===== config.mk =====
export PLATFORM = sky130hd
export DESIGN_NAME = deck_shuffler
export DESIGN_NICKNAME = d
export VERILOG_FILES = /design/src/rtl/deck_shuffler.sv
export SDC_FILE = /design/constraint.sdc
export NUM_CORES = 1
export LEC_CHECK = 0
export ABC_AREA = 0
export CAP_MARGIN = 20
export CORE_AREA = 3 3 292 294
export CTS_BUF_LIST = sky130_fd_sc_hd__clkbuf_8
export DETAILED_ROUTE_END_ITERATION = 10
export DIE_AREA = 0 0 295 297
export PLACE_DENSITY = 0.44
export RECOVER_POWER = 100
export SKIP_CTS_REPAIR_TIMING = 1
export SLEW_MARGIN = 20
export SYNTH_ARGS = -nofsm -noshare
export SYNTH_HDL_FRONTEND = slang
export SYNTH_SLANG_ARGS = --single-unit

===== constraint.sdc =====
create_clock -name clock -period 6.55 [get_ports clock]
set_input_delay 1.31 -clock clock [delete_from_list [all_inputs] [get_ports clock]]
set_output_delay 1.31 -clock clock [all_outputs]
set_load 0.02 [all_outputs]

===== src/rtl/deck_shuffler.sv =====
// Fisher-Yates deck shuffler: builds an identity deck, shuffles it with rejection
// sampling on a free-running random source, then deals cards one per request.
module deck_shuffler #(
    parameter int N_CARDS = 52,
    parameter int W       = 6
) (
    input  logic         clock,
    input  logic         reset,
    input  logic         start,
    input  logic [W-1:0] rnd_in,
    output logic         busy,
    output logic         done,
    input  logic         deal_req,
    output logic         card_valid,
    output logic [W-1:0] card_out,
    output logic [W-1:0] cards_left,
    output logic         deck_empty
);

    typedef enum logic [1:0] {IDLE, INIT, DRAW, READY} state_t;

    localparam logic [W-1:0] LAST = W'(N_CARDS - 1);
    localparam logic [W-1:0] FULL = W'(N_CARDS);
    localparam logic [W-1:0] ONE  = W'(1);

    state_t       state, state_next;
    logic [W-1:0] deck [0:N_CARDS-1];
    logic [W-1:0] k, i, p;
    logic [W-1:0] mask, j;
    logic         accept;

    // Smallest all-ones value covering v: smear every set bit downwards.
    function automatic logic [W-1:0] mask_of(input logic [W-1:0] v);
        logic [W-1:0] m;
        m = v;
        for (int s = 1; s < W; s++) begin
            m = m | (v >> s);
        end
        return m;
    endfunction

    assign mask   = mask_of(i);
    assign j      = rnd_in & mask;
    assign accept = (j <= i);

    assign busy       = (state == INIT) || (state == DRAW);
    assign deck_empty = (state == READY) && (cards_left == '0);

    always_comb begin
        state_next = state;
        case (state)
            IDLE:    if (start) state_next = INIT;
            INIT:    if (k == LAST) state_next = DRAW;
            DRAW:    if (accept && (i == ONE)) state_next = READY;
            READY:   if (start) state_next = INIT;
            default: state_next = IDLE;
        endcase
    end

    always_ff @(posedge clock or posedge reset) begin
        if (reset) begin
            state      <= IDLE;
            k          <= '0;
            i          <= '0;
            p          <= '0;
            cards_left <= '0;
            done       <= 1'b0;
            card_valid <= 1'b0;
            card_out   <= '0;
        end else begin
            state      <= state_next;
            done       <= 1'b0;
            card_valid <= 1'b0;
            case (state)
                IDLE: k <= '0;
                INIT: begin
                    if (k != LAST) k <= k + 1'b1;
                    else           i <= LAST;
                end
                DRAW: begin
                    if (accept) begin
                        if (i == ONE) begin
                            done       <= 1'b1;
                            cards_left <= FULL;
                            p          <= '0;
                        end else begin
                            i <= i - 1'b1;
                        end
                    end
                end
                READY: begin
                    // A reshuffle request wins over a deal in the same cycle.
                    if (start) begin
                        k          <= '0;
                        cards_left <= '0;
                    end else if (deal_req && (cards_left != '0)) begin
                        card_valid <= 1'b1;
                        card_out   <= deck[p];
                        p          <= p + 1'b1;
                        cards_left <= cards_left - 1'b1;
                    end
                end
                default: ;
            endcase
        end
    end

    // Deck contents need no reset; INIT rebuilds them before every shuffle.
    always_ff @(posedge clock) begin
        if (state == INIT) begin
            deck[k] <= k;
        end else if ((state == DRAW) && accept) begin
            deck[i] <= deck[j];
            deck[j] <= deck[i];
        end
    end

endmodule

==> impl_metrics.json <==
{
  "hp-class": "reg -> reg",
  "critPathCaptureType": "flop",
  "grt_pass1_wl_um": 170000,
  "num_vias": 22500,
  "synth_cell_types": 79,
  "whs_ns": 0.471,
  "clock_sinks": 346,
  "crit_path_start_kind": "flop",
  "final_cell_mix": "edfxtp_1 (312), o21ai_0 (301), nand2_1 (244), mux4_2 (222), a31oi_1 (115)",
  "firstDrtPassIters": 8,
  "violations": "max-capacitance violations, max-slew violations",
  "cts-htree-levels": 3,
  "ys.flop_type": "edfxtp_1",
  "drtAntennaViolNets": 0,
  "die_area_um2": 87600,
  "portBuffers": 25,
  "numCtsBuffers": 68,
  "synthesis.nets": 2254,
  "core_area_um2": 83200,
  "worstPathArrival_ns": 6.37,
  "grt_pass1_vias": 21300,
  "synth_top_family_by_area": "multiplexers",
  "cts_tree": "yes",
  "std_cell_rows": 106,
  "switchingPower_uw": 4970,
  "timing.slew.headroom_pct": -65.8,
  "power_frac_comb_pct": 50.9,
  "synth_cells": 2228,
  "initial_core_util_pct": 29.9,
  "place.detailed.hpwl_um": 79800,
  "clock.fmax_mhz": 166,
  "grt_overflow": 0,
  "leakage_uw": 0.00865,
  "final_common_cell": "edfxtp_1",
  "intPower_uw": 5740,
  "synth_compound_area_share_pct": 16.9,
  "required_ns": 6.88,
  "rsz0062_at_grt": "false",
  "async_flop_share_pct": 9.83,
  "setup-violations-final": 0,
  "wl_per_cell_um": 36.4,
  "drive_gt1_share_pct": 22.0,
  "syn2layout_area_growth_pct": 10.9,
  "crit_type": "reg -> reg",
  "period_share_pct": 92.2,
  "synthMuxAreaShare_pct": 25.5,
  "pwr-share-seq_pct": 29.9,
  "synth.avg_cell_area_um2": 11.2,
  "crit_fanout": 36,
  "clkPwrFrac_pct": 19.2,
  "die-width_um": 295,
  "die_h_um": 297,
  "drc_errors": 0,
  "globalplace.congestion": 0.966,
  "finalHoldViolCount": 0,
  "grt_max_degree": 59,
  "final_max_slew_viol_count": 118,
  "vias_per_cell": 6.75,
  "yosys.area_share.xor_xnor_pct": 0.106,
  "cts-root-buf": "clkbuf_8",
  "antenna_found_initial": 10,
  "clkTransAtPathRegs_ns": 0.05,
  "fin_crit_ns": 6.04,
  "netlist_area_um2": 24800,
  "route.final.wire_length_um": 121000,
  "yosysSeqAreaShare_pct": 41.1,
  "powerDensity_nw_per_um2": 389,
  "fin_nets": 2225,
  "worst_pin_slew_ns": 2.49,
  "fill_cells": 8226,
  "ir_worst_vdd_uv": 271,
  "maxCapViolCount": 4,
  "placed_cell_area_um2": 26500,
  "cts_buffer_depth": 3,
  "ios": 26,
  "synth-seq-cells": 346,
  "clock_skew_ns": 0.0425,
  "ys_warn_count": 0,
  "grt.total_usage_pct": 27.4,
  "fin_setup_tns_ns": 0,
  "drt_iter0_drc": 3796,
  "stdcell_area_um2": 27600,
  "p_sw_share_pct": 46.4,
  "synthSimpleGateAreaFrac_pct": 10.7,
  "clock_latency_ns": 0.68,
  "synth-adder-area-share_pct": 0.806,
  "synth_edf_count": 312,
  "outcome": "finished, violations left"
}
## sequential cells by signal (all words and copies together), names as in the netlist
register / flops
cards_left: 6
done: 1
i: 6
card_out: 6
state: 2
p: 6
deck: 312
card_valid: 1
k: 6
## power by group through the flow
| stage | clock (uW) | combinational, uW | sequential, uW |
|---|---|---|---|
| after CTS | 2090 | 5340 | 3190 |
| after global placement | 0 | 5290 | 3230 |
| after floorplan | 0 | 3330 | 3000 |
| final | 2060 | 5450 | 3200 |
| after global routing | 2190 | 5650 | 3220 |
| after detailed placement | 0 | 5330 | 3240 |
## final timing paths
path,start,endpoint,depth (start not counted),slack [ns]
setup / recovery,i[1],deck[22][4],11,0.51
hold / removal,card_out[5],card_out[5],2,0.47
setup reg to reg,i[1],deck[22][4],11,0.51
hold reg to reg,card_out[5],card_out[5],2,0.47
max in group asynchronous,reset,i[1],3,3.39
min in group asynchronous,reset,i[0],3,1.77
## per-layer routing
layer  track usage (%)  vias up  routed length [um]
li1                  -     8912                   -
met1              36.9    11400               46800
met2              40.3     1771               52500
met3              6.79      352               14400
met4              14.9       10                7390
met5                 0        -                  68
## cell usage after synthesis (4+ instances only)
cell / instances / area [um2]
a31oi_1: 118 / 738
a221oi_1: 15 / 131
a22o_1: 11 / 96.3
o31ai_1: 61 / 458
nor4_1: 41 / 257
nand3b_1: 5 / 37.5
nand2_1: 246 / 923
a211oi_1: 4 / 30.0
o22ai_1: 23 / 144
buf_1: 20 / 75.1
or2_2: 6 / 37.5
inv_1: 24 / 90.1
a32oi_1: 5 / 43.8
a21oi_1: 77 / 385
nand3_1: 37 / 185
nor2b_1: 10 / 62.6
clkbuf_1: 147 / 552
mux2i_1: 87 / 871
o21ai_0: 295 / 1480
nand2b_1: 16 / 100
o311ai_0: 4 / 35.0
nor2_1: 90 / 338
a22oi_1: 11 / 82.6
edfxtp_1: 312 / 9370
dfrtp_1: 34 / 851
buf_4: 10 / 75.1
buf_2: 53 / 265
mux2_2: 37 / 417
ha_1: 16 / 200
buf_6: 13 / 146
mux4_2: 224 / 5040
o211ai_1: 11 / 82.6
nand4_1: 44 / 275
nor3_1: 22 / 110
and3_1: 13 / 81.3
o21ai_1: 10 / 50.1
## cell families (layout without fill, tap and decap cells)
group | Yosys count | count (layout)
buffers and inverters | 273 | 290
adder cells (fa/ha/maj) | 16 | 16
other | 0 | 6
AO/OA/AOI/OAI | 686 | 686
AND/OR/NAND/NOR | 556 | 556
flip-flops | 346 | 346
XOR/XNOR | 3 | 3
multiplexers | 348 | 348
## final cells by class
cell class	instances	area (um2)	share of cell area (%)
Timing Repair Buffer	146	1130	4.10
Clock buffer	74	1020	3.70
Antenna cell	6	15.0	0.0545
Clock inverter	42	181	0.658
Multi-Input combinational cell	1609	13500	49.1
Inverter	28	108	0.390
Tap cell	1080	1350	4.90
Sequential cell	346	10200	37.1
## worst max-delay path: stages (launching register included)
cell	delay (ns)
dfrtp_4	0.66
inv_1	0.37
ha_1	0.37
a21boi_4	0.11
inv_4	0.39
clkbuf_2	0.71
mux2_2	0.42
a222oi_1	0.48
o211ai_1	0.23
a2111oi_0	0.56
clkbuf_2	1.12
a31oi_1	0.21
## stage by stage
step / total power [uW] / setup slack (ns) / utilization [%] / cells
final: 10700 / 0.512 / 33.1 / 3331
after global routing: 11100 / 0.397 / 33.1 / 3328
after CTS: 10600 / 1.22 / 33.3 / 3323
after detailed placement: 8570 / 0.727 / 31.8 / 3207
after global placement: 8520 / 0.601 / 31.8 / 3207
after floorplan: 6320 / 0.761 / - / 2228
Power figures use the tool's default switching activity.
